**src/rtl/warning_pkg.sv**
```systemverilog
// Shared types for the warning collector: FSM state encoding and the
// adjustment direction constants carried on adj_dir.
package warning_pkg;

    typedef enum logic [1:0] {
        IDLE   = 2'd0,
        COUNT  = 2'd1,
        DECIDE = 2'd2,
        REQ    = 2'd3
    } state_t;

    localparam logic DIR_UP   = 1'b1;
    localparam logic DIR_DOWN = 1'b0;

endpackage

```
**src/rtl/warning_collector_if.sv**
```systemverilog
// Bus between the warning collector and its environment.
//   en, warning_in, sticky_clr, adj_ack   : driven by the master (environment)
//   adj_req, adj_dir, err_count, sticky_flags : driven by the slave (collector)
interface warning_collector_if #(
    parameter int unsigned N_MON = 8,
    parameter int unsigned CNT_W = 16
);
    logic             en;
    logic [N_MON-1:0] warning_in;
    logic             sticky_clr;
    logic             adj_ack;
    logic             adj_req;
    logic             adj_dir;
    logic [CNT_W-1:0] err_count;
    logic [N_MON-1:0] sticky_flags;

    modport master (
        output en, warning_in, sticky_clr, adj_ack,
        input  adj_req, adj_dir, err_count, sticky_flags
    );

    modport slave (
        input  en, warning_in, sticky_clr, adj_ack,
        output adj_req, adj_dir, err_count, sticky_flags
    );
endinterface

```
**src/rtl/warn_sync.sv**
```systemverilog
// N-bit two-flop synchronizer for asynchronous level inputs.
//   clk, rst_n : clock, async active-low reset
//   d_i        : asynchronous inputs
//   q_o        : synchronized outputs (2-cycle latency)
module warn_sync #(
    parameter int unsigned W = 1
) (
    input  logic         clk,
    input  logic         rst_n,
    input  logic [W-1:0] d_i,
    output logic [W-1:0] q_o
);

    logic [W-1:0] meta_q;
    logic [W-1:0] sync_q;

    always_ff @(posedge clk or negedge rst_n) begin
        if (!rst_n) begin
            meta_q <= '0;
            sync_q <= '0;
        end else begin
            meta_q <= d_i;
            sync_q <= meta_q;
        end
    end

    assign q_o = sync_q;

endmodule

```
**src/rtl/warning_collector.sv**
```systemverilog
// Collects timing-monitor warnings, counts warning cycles per evaluation
// window and requests DVFS raise/lower adjustments over a req/ack handshake.
// Also keeps per-monitor sticky flags for debug.
//   clk, rst_n : system clock, async active-low reset
//   bus        : slave side of warning_collector_if (en, warning_in,
//                sticky_clr, adj_ack in; adj_req, adj_dir, err_count,
//                sticky_flags out, all registered)
module warning_collector
    import warning_pkg::*;
#(
    parameter int unsigned N_MON      = 8,
    parameter int unsigned WIN_CYCLES = 1024,
    parameter int unsigned CNT_W      = 16,
    parameter int unsigned HI_TH      = 16,
    parameter int unsigned LO_TH      = 0
) (
    input  logic              clk,
    input  logic              rst_n,
    warning_collector_if.slave bus
);

    localparam int unsigned      WIN_W    = (WIN_CYCLES > 1) ? $clog2(WIN_CYCLES) : 1;
    localparam logic [WIN_W-1:0] WIN_LAST = WIN_W'(WIN_CYCLES - 1);

    state_t             state_q, state_d;
    logic [WIN_W-1:0]   win_q, win_d;
    logic [CNT_W-1:0]   cnt_q, cnt_d;
    logic [CNT_W-1:0]   err_count_q, err_count_d;
    logic               adj_req_q, adj_req_d;
    logic               adj_dir_q, adj_dir_d;
    logic [N_MON-1:0]   sticky_q, sticky_d;
    logic [N_MON-1:0]   w_sync;
    logic               any_w;
    logic               win_last;
    logic               hit_hi;
    logic               hit_lo;

    warn_sync #(.W(N_MON)) u_sync (
        .clk   (clk),
        .rst_n (rst_n),
        .d_i   (bus.warning_in),
        .q_o   (w_sync)
    );

    // Simultaneous monitors collapse into a single error cycle
    assign any_w    = |w_sync;
    assign win_last = (win_q == WIN_LAST);
    // Thresholds compared at 32 bits so they stay correct when they exceed
    // the counter range
    assign hit_hi   = (32'(cnt_q) >= HI_TH);
    assign hit_lo   = (32'(cnt_q) <= LO_TH);

    // State register
    always_ff @(posedge clk or negedge rst_n) begin
        if (!rst_n) begin
            state_q <= IDLE;
        end else begin
            state_q <= state_d;
        end
    end

    // Next-state logic
    always_comb begin
        state_d = state_q;
        case (state_q)
            IDLE: begin
                if (bus.en) state_d = COUNT;
            end
            COUNT: begin
                if (!bus.en)       state_d = IDLE;
                else if (win_last) state_d = DECIDE;
            end
            DECIDE: begin
                if (!bus.en)               state_d = IDLE;
                else if (hit_hi || hit_lo) state_d = REQ;
                else                       state_d = COUNT;
            end
            REQ: begin
                // Request holds regardless of en until acknowledged
                if (bus.adj_ack) state_d = bus.en ? COUNT : IDLE;
            end
            default: state_d = IDLE;
        endcase
    end

    // Output / datapath next values
    always_comb begin
        win_d       = '0;
        cnt_d       = '0;
        err_count_d = err_count_q;
        adj_dir_d   = adj_dir_q;
        adj_req_d   = (state_d == REQ);
        // A set coinciding with a clear wins
        sticky_d    = (sticky_q & ~{N_MON{bus.sticky_clr}}) | w_sync;

        case (state_q)
            COUNT: begin
                if (bus.en) begin
                    win_d = win_last ? '0 : win_q + WIN_W'(1);
                    if (any_w && (cnt_q != {CNT_W{1'b1}})) cnt_d = cnt_q + CNT_W'(1);
                    else                                   cnt_d = cnt_q;
                end
            end
            DECIDE: begin
                if (bus.en) begin
                    err_count_d = cnt_q;
                    if (hit_hi)      adj_dir_d = DIR_UP;
                    else if (hit_lo) adj_dir_d = DIR_DOWN;
                end
            end
            default: ;
        endcase
    end

    // Datapath and output registers
    always_ff @(posedge clk or negedge rst_n) begin
        if (!rst_n) begin
            win_q       <= '0;
            cnt_q       <= '0;
            err_count_q <= '0;
            adj_req_q   <= 1'b0;
            adj_dir_q   <= 1'b0;
            sticky_q    <= '0;
        end else begin
            win_q       <= win_d;
            cnt_q       <= cnt_d;
            err_count_q <= err_count_d;
            adj_req_q   <= adj_req_d;
            adj_dir_q   <= adj_dir_d;
            sticky_q    <= sticky_d;
        end
    end

    assign bus.adj_req      = adj_req_q;
    assign bus.adj_dir      = adj_dir_q;
    assign bus.err_count    = err_count_q;
    assign bus.sticky_flags = sticky_q;

endmodule

```
**src/flat_wrapper.sv**
```systemverilog
// flat-port wrapper written by rule: the top's interface ports become plain ports
module warning_collector_flat import warning_pkg::*;
#(
    parameter int unsigned N_MON      = 8,
    parameter int unsigned WIN_CYCLES = 1024,
    parameter int unsigned CNT_W      = 16,
    parameter int unsigned HI_TH      = 16,
    parameter int unsigned LO_TH      = 0
)
  (clk, rst_n, bus_en, bus_warning_in, bus_sticky_clr, bus_adj_ack, bus_adj_req, bus_adj_dir, bus_err_count, bus_sticky_flags);
  warning_collector_if #(.N_MON(N_MON), .CNT_W(CNT_W)) bus_i ();
  input  logic clk;
  input  logic rst_n;
  input wire logic [$bits(bus_i.en)-1:0] bus_en;
  input wire logic [$bits(bus_i.warning_in)-1:0] bus_warning_in;
  input wire logic [$bits(bus_i.sticky_clr)-1:0] bus_sticky_clr;
  input wire logic [$bits(bus_i.adj_ack)-1:0] bus_adj_ack;
  output wire logic [$bits(bus_i.adj_req)-1:0] bus_adj_req;
  output wire logic [$bits(bus_i.adj_dir)-1:0] bus_adj_dir;
  output wire logic [$bits(bus_i.err_count)-1:0] bus_err_count;
  output wire logic [$bits(bus_i.sticky_flags)-1:0] bus_sticky_flags;
  assign bus_i.en = bus_en;
  assign bus_i.warning_in = bus_warning_in;
  assign bus_i.sticky_clr = bus_sticky_clr;
  assign bus_i.adj_ack = bus_adj_ack;
  assign bus_adj_req = bus_i.adj_req;
  assign bus_adj_dir = bus_i.adj_dir;
  assign bus_err_count = bus_i.err_count;
  assign bus_sticky_flags = bus_i.sticky_flags;
  warning_collector #(.N_MON(N_MON), .WIN_CYCLES(WIN_CYCLES), .CNT_W(CNT_W), .HI_TH(HI_TH), .LO_TH(LO_TH)) u_core (.clk(clk), .rst_n(rst_n), .bus(bus_i));
endmodule
```
**config.mk**
```make
export PLATFORM = sky130hd
export DESIGN_NAME = warning_collector_flat
export DESIGN_NICKNAME = d
export VERILOG_FILES = /design/src/rtl/warning_pkg.sv /design/src/rtl/warning_collector_if.sv /design/src/rtl/warn_sync.sv /design/src/rtl/warning_collector.sv /design/src/flat_wrapper.sv
export SDC_FILE = /design/constraint.sdc
export NUM_CORES = 1
export LEC_CHECK = 0
export CAP_MARGIN = 30
export CORE_MARGIN = 2
export CORE_UTILIZATION = 54
export DETAILED_ROUTE_END_ITERATION = 10
export PLACE_DENSITY = 0.79
export SETUP_SLACK_MARGIN = 0.5
export SLEW_MARGIN = 20
export SYNTH_ARGS = -nofsm -noshare
export SYNTH_HDL_FRONTEND = slang
export SYNTH_SLANG_ARGS = --single-unit
```
**constraint.sdc**
```tcl
create_clock -name clk -period 2.2 [get_ports clk]
set_input_delay 0.44 -clock clk [delete_from_list [all_inputs] [get_ports clk]]
set_output_delay 0.44 -clock clk [all_outputs]
set_load 0.05 [all_outputs]
```
==> impl_metrics.py, run 1 <==
metrics = {
    "worst_setup_path": {
        "critPathMaxFanout": 5,
        "start_kind": "flop",
        "crit_required_ns": 2.48,
        "crit_type": "reg -> reg",
        "cp-end-kind": "flop",
        "crit_arrival_ns": 1.95,
    },
    "global_routing": {
        "track_usage": 0.2234,
        "grt_max_degree": 71,
        "overflow": 0,
        "grt_pass1_wl_mm": 10.27,
        "antenna_found_initial": 0,
        "first_global_vias": 2133,
    },
    "sta": {
        "fmax_ghz": 0.5985,
        "timing.final.crit_share": 0.7594,
        "tns_ns": 0,
        "clock_skew_ns": 0.005712,
        "final-max-slew-violation-count": 0,
        "layout_setup_ws_ns": 0.5292,
        "rsz0062_at_grt": "yes",
        "slew-limit-headroom": 0.6734,
        "layout_min_cycle_time_ns": 1.671,
        "worst_pin_slew_ns": 0.4918,
        "finalSetupViolations": 0,
        "hold_viol_final": 0,
    },
    "detailed_routing": {
        "wire_per_inst_um": 16.69,
        "antenna_left": 0,
        "wl_mm": 6.343,
        "first_pass_iters": 7,
        "vias": 2274,
        "drc": 0,
        "vias_per_cell": 5.984,
        "detail_route.iter0.violations": 187,
    },
    "pwr": {
        "p_total_mw": 2.503,
        "netSwitchingFraction": 0.2344,
        "peakVddDrop_uv": 572.1,
        "sequentialPowerShare": 0.535,
        "p_switching_mw": 0.5867,
        "power.internal_mw": 1.916,
        "pwr-share-clk": 0.408,
        "power.density_nw_per_um2": 661.2,
        "p_leak_nw": 1.721,
        "pwr-share-comb": 0.058,
    },
    "placement": {
        "numPortBuffers": 38,
        "pre_cts_slack_ns": 0.2870,
        "hpwl_mm": 3.856,
        "place_inst": 351,
        "place_congestion": 0.8443,
    },
    "floorplan": {
        "die_w_um": 77.62,
        "initial_core_util": 0.5658,
        "fp.coreArea_um2": 5172,
        "die_h_um": 77.62,
        "ios": 39,
        "die_area_um2": 6024,
        "rows": 26,
    },
    "final_layout": {
        "fill_cells": 367,
        "layout_commonest_cell": "dfrtp_1",
        "drive_gt1_frac": 0.2774,
        "final_cell_count_no_fill": 380,
        "final_net_count": 321,
        "final_cell_mix": "dfrtp_1 (61), nand2_1 (18), nor2_1 (16), clkdlybuf4s15_1 (16), buf_4 (16)",
        "postLayoutCoreUtil": 0.7317,
        "antenna_cells": 0,
        "area_growth_pct": 29.33,
    },
    "synth": {
        "netlist_instances": 248,
        "ys_ff_latch": 70,
        "synth_top_cell_by_area": "dfrtp_1",
        "ys_types": 43,
        "ys_warn_count": 0,
        "synth_edf_count": 0,
        "syn_area_per_cell_um2": 11.80,
        "synth_ff_type": "dfrtp_1",
        "ys_seq_area_frac": 0.5985,
        "synthesis.nets": 264,
        "netlist_area_um2": 2927,
        "synth.area.top_cells": "dfrtp_1 (60%), mux2_2 (5.0%), nand2_1 (2.4%), a21o_1 (2.3%), nand4_1 (2.1%)",
        "synth_top_cell_area_share": 0.5985,
        "async_flop_share": 1.000,
    },
    "clocking": {
        "root_buffer": "clkbuf_8",
        "cts.clk_slew.worst_paths_ns": 0.07,
        "numClockSinks": 70,
        "cts_tree": "built",
        "clk_path_buf_depth": 2,
        "cts_buffers": 9,
        "cts_hold_buf": 0,
        "clk_latency_ns": 0.35,
        "cts_max_level": 3,
    },
    "run": {
        "maxCapViolCount": 0,
    },
    "worst_hold_path": {
        "hp-class": "in -> async",
    },
    "status": {
        "status": "finished, final reports clean",
    },
}
[metrics by stage]
stage / instance area, µm² / hold WS [ns]
after CTS: 3632 / 0.1131
after global placement: 3378 / 0.3324
after global routing: 3785 / 0.1317
after detailed placement: 3378 / 0.3347
final: 3785 / 0.09520
after floorplan: 2927 / 0.1444
[cells by family after synthesis]
group | synth area share
AO/OA/AOI/OAI | 0.1086
XOR/XNOR | 0.02394
adder cells (fa/ha/maj) | 0.01283
buffers and inverters | 0.02993
flip-flops | 0.5985
multiplexers | 0.05686
AND/OR/NAND/NOR | 0.1693
[metal layers]
layer,share of wire,GRT usage,vias up
li1,-,-,1033
met1,0.44,0.3031,1107
met2,0.47,0.3319,109
met3,0.068,0.04884,25
met4,0.026,0.1304,0
met5,0,0,-
[power groups by stage]
| stage | registers, mW | clock network (mW) | logic, mW |
|---|---|---|---|
| floorplan | 1.39 | 0 | 0.0313 |
| global placement | 1.36 | 0 | 0.144 |
| detailed placement | 1.36 | 0 | 0.147 |
| CTS | 1.33 | 1.04 | 0.142 |
| global route | 1.34 | 1.12 | 0.158 |
| finish | 1.34 | 1.02 | 0.145 |
[cells in the mapped netlist (4+ instances only)]
cell type,instances
dfrtp_1,70
nand2_1,19
nor2_1,16
mux2_2,13
nand4_1,10
a21o_1,9
a21oi_1,9
o21ai_0,8
nor4_1,7
or4_1,7
and3_1,6
nand3_1,6
inv_1,5
o31ai_1,5
xnor2_1,5
a31oi_1,4
buf_2,4
[registers in the layout, summed over array words and instances, names as in the netlist]
| register | count |
|---|---|
| u_core.bus.err_count | 16 |
| u_core.cnt_q | 16 |
| u_core.win_q | 10 |
| u_core.bus.sticky_flags | 8 |
| u_core.u_sync.meta_q | 8 |
| u_core.u_sync.q_o | 8 |
| u_core.state_q | 2 |
| u_core.bus.adj_dir | 1 |
| u_core.bus.adj_req | 1 |
[timing repair]
action / 4_1_cts / 5_1_grt
pin swaps: 4 / 11
gates cloned: 1 / 0
endpoints found under the setup margin: 39 / 35
buffers inserted: 6 / 6
resized for setup: 35 / 46
[layout make-up]
cell class	count	area, µm²	share of cell area
Inverter	5	18.77	0.004959
Sequential cell	70	1763	0.4658
Tap cell	70	87.58	0.02314
Multi-Input combinational cell	163	1210	0.3197
Clock inverter	6	61.31	0.01620
Clock buffer	10	137.6	0.03636
Timing Repair Buffer	56	506.7	0.1339
[critical path: stages (launching register included)]
cell     delay (ns)
dfrtp_1        0.42
ha_2           0.21
and3_4         0.18
and4_4         0.17
or4_4          0.51
a21oi_2        0.12
[path summary, 6_finish.rpt]
kind,from,endpoint,slack [ns],depth (start not counted)
max reg2reg,u_core.cnt_q[0],u_core.cnt_q[9],0.53,5
min in group clk,u_core.u_sync.meta_q[1],u_core.u_sync.q_o[1],0.35,0
min reg2reg,u_core.u_sync.meta_q[1],u_core.u_sync.q_o[1],0.35,0
max,u_core.cnt_q[0],u_core.cnt_q[9],0.53,5
max in group asynchronous,rst_n,u_core.cnt_q[11],1.78,2
min,rst_n,u_core.bus.err_count[1],0.1,2
(Power assumes the default switching activity.)
==> run 2, diff against run 1 <==
--- a/config.mk
+++ b/config.mk
@@ -7,9 +7,9 @@
 export LEC_CHECK = 0
 export CAP_MARGIN = 30
 export CORE_MARGIN = 2
-export CORE_UTILIZATION = 54
+export CORE_UTILIZATION = 49
 export DETAILED_ROUTE_END_ITERATION = 10
-export PLACE_DENSITY = 0.79
+export PLACE_DENSITY = 0.75
 export SETUP_SLACK_MARGIN = 0.5
 export SLEW_MARGIN = 20
 export SYNTH_ARGS = -nofsm -noshare
==> constraint.sdc (replaced) <==
create_clock -name clk -period 1.35 [get_ports clk]
set_input_delay 0.27 -clock clk [delete_from_list [all_inputs] [get_ports clk]]
set_output_delay 0.27 -clock clk [all_outputs]
set_load 0.05 [all_outputs]
==> impl_metrics.py, run 2 (synthesized netlist as in run 1, its figures left out) <==
metrics = {
    "sta": {
        "worst_pin_slew_ns": 0.4492,
        "fmax_ghz": 0.5477,
        "hold_viol_final": 0,
        "layout_setup_ws_ns": -0.4760,
        "slew-limit-headroom": 0.6983,
        "timing.final.crit_share": 1.353,
        "holdWs_ns": 0.3472,
        "layout_min_cycle_time_ns": 1.826,
        "finalSetupViolations": 30,
        "rsz0062_at_grt": "yes",
        "clock_skew_ns": 0.01208,
        "final-max-slew-violation-count": 0,
    },
    "detailed_routing": {
        "first_pass_iters": 5,
        "wl_mm": 10.04,
        "antenna_left": 0,
        "vias": 2796,
        "drc": 0,
        "detail_route.iter0.violations": 268,
        "vias_per_cell": 6.065,
        "wire_per_inst_um": 21.77,
    },
    "placement": {
        "place_area_um2": 4155,
        "hpwl_mm": 4.922,
        "place_inst": 409,
        "place_congestion": 0.8899,
        "numPortBuffers": 38,
    },
    "final_layout": {
        "multiInputGateArea_um2": 1513,
        "final_net_count": 397,
        "final_cell_mix": "buf_4 (68), dfrtp_1 (43), buf_12 (27), dfrtp_2 (27), buf_6 (18)",
        "area_growth_pct": 73.75,
        "fin_area_um2": 5085,
        "postLayoutCoreUtil": 0.8691,
        "fill_cells": 231,
        "drive_gt1_frac": 0.6218,
        "layout_commonest_cell": "buf_4",
        "register_area_um2": 1785,
        "final_cell_count_no_fill": 461,
        "antenna_cells": 0,
    },
    "clocking": {
        "root_buffer": "clkbuf_8",
        "clk_path_buf_depth": 2,
        "cts.clk_slew.worst_paths_ns": 0.09,
        "cts_buffers": 9,
        "numClockSinks": 70,
        "cts_tree": "built",
        "cts_max_level": 3,
        "clk_latency_ns": 0.36,
    },
    "worst_setup_path": {
        "crit_required_ns": 1.63,
        "cp_slowest_stage_delay_ns": 0.48,
        "critPathBufInv": 3,
        "crit_family": "simple AND/OR/NAND/NOR gates",
        "start_kind": "flop",
        "cp_cell_sequence": "buf_4 -> buf_6 -> and3_4 -> o21ai_4 -> buf_6 -> or4_1 -> a21oi_1",
        "crit_path_top_delay_cell": "or4_1",
        "crit_type": "reg -> reg",
        "critPathMaxFanout": 6,
        "cp-end-kind": "flop",
        "crit_arrival_ns": 2.10,
        "cpMostUsedCell": "buf_6",
    },
    "pwr": {
        "p_leak_nw": 2.276,
        "power.density_nw_per_um2": 828.2,
        "peakVddDrop_uv": 902.8,
    },
    "floorplan": {
        "rows": 28,
        "fp.coreArea_um2": 5851,
        "die_w_um": 81.28,
        "initial_core_util": 0.5002,
        "ios": 39,
        "die_area_um2": 6606,
        "die_h_um": 81.28,
    },
    "status": {
        "status": "finished, violations left",
        "violations": "setup timing",
    },
    "global_routing": {
        "grt_pass1_wl_mm": 13.42,
        "track_usage": 0.2765,
        "antenna_found_initial": 0,
        "overflow": 0,
        "grt_max_degree": 71,
        "first_global_vias": 2731,
    },
    "run": {
        "maxCapViolCount": 0,
    },
    "worst_hold_path": {
        "hp-class": "reg -> reg",
    },
}
-- run 2: changes by cell type in the layout (fill, tap and decap cells not counted), moves of 13 or more --
| cell | before | now |
|---|---|---|
| mux2_4 | 0 | 13 |
| buf_6 | 1 | 18 |
| buf_4 | 16 | 68 |
| dfrtp_2 | 9 | 27 |
| clkdlybuf4s15_1 | 16 | 0 |
| mux2_2 | 13 | 0 |
| dfrtp_1 | 61 | 43 |
| buf_12 | 1 | 27 |
-- run 2: what timing repair did --
| action | 4_1_cts | 5_1_grt |
|---|---|---|
| hold buffers | 1 | 0 |
| pin swaps | 26 | 19 |
| endpoints found under the setup margin | 72 | 110 |
| resized for setup | 67 | 47 |
| setup buffers | 16 | 15 |
| cloned | 3 | 1 |
| hold endpoints to repair | 70 | 0 |
-- run 2: where the power goes --
group | switching (mW) | internal, mW
Combinational | 0.214 | 0.208
Sequential | 0.0415 | 2.15
Clock | 0.911 | 0.692
-- run 2: metrics by stage --
step | power (mW) | setup slack, ns | setup TNS (ns)
final | 4.212 | -0.4760 | -7.364
after global routing | 4.340 | -0.5058 | -8.313
after CTS | 4.145 | -0.3048 | -3.702
after detailed placement | 2.567 | -0.3812 | -9.882
after global placement | 2.551 | -0.2871 | -7.989
after floorplan | 2.329 | -0.2304 | -1.889
-- run 2: final timing paths --
| check | depth (start not counted) | from | slack [ns] | endpoint |
|---|---|---|---|---|
| min in group asynchronous | 3 | rst_n | 0.48 | u_core.bus.sticky_flags[1] |
| max in group asynchronous | 3 | rst_n | 0.64 | u_core.bus.err_count[2] |
| min | 0 | u_core.u_sync.meta_q[4] | 0.35 | u_core.u_sync.q_o[4] |
| max reg2reg | 7 | u_core.cnt_q[1] | -0.48 | u_core.cnt_q[9] |
| max | 7 | u_core.cnt_q[1] | -0.48 | u_core.cnt_q[9] |
| min reg2reg | 0 | u_core.u_sync.meta_q[4] | 0.35 | u_core.u_sync.q_o[4] |
-- run 2: layout make-up --
class,instances,share of cell area
clock buffer,9,0.02436
clock inverter,7,0.01132
inverter,5,0.004183
multi-input combinational,163,0.2975
sequential,70,0.3511
tap,75,0.01845
timing repair buffer,132,0.2931
-- run 2: layer usage --
layer	track usage	share of wire	vias to the layer above	wire length (µm)
li1	-	-	1180	-
met2	0.4721	0.52	163	5173
met5	0	0	-	0
met1	0.3326	0.37	1386	3750
met3	0.06556	0.055	67	548
met4	0.1203	0.056	0	564
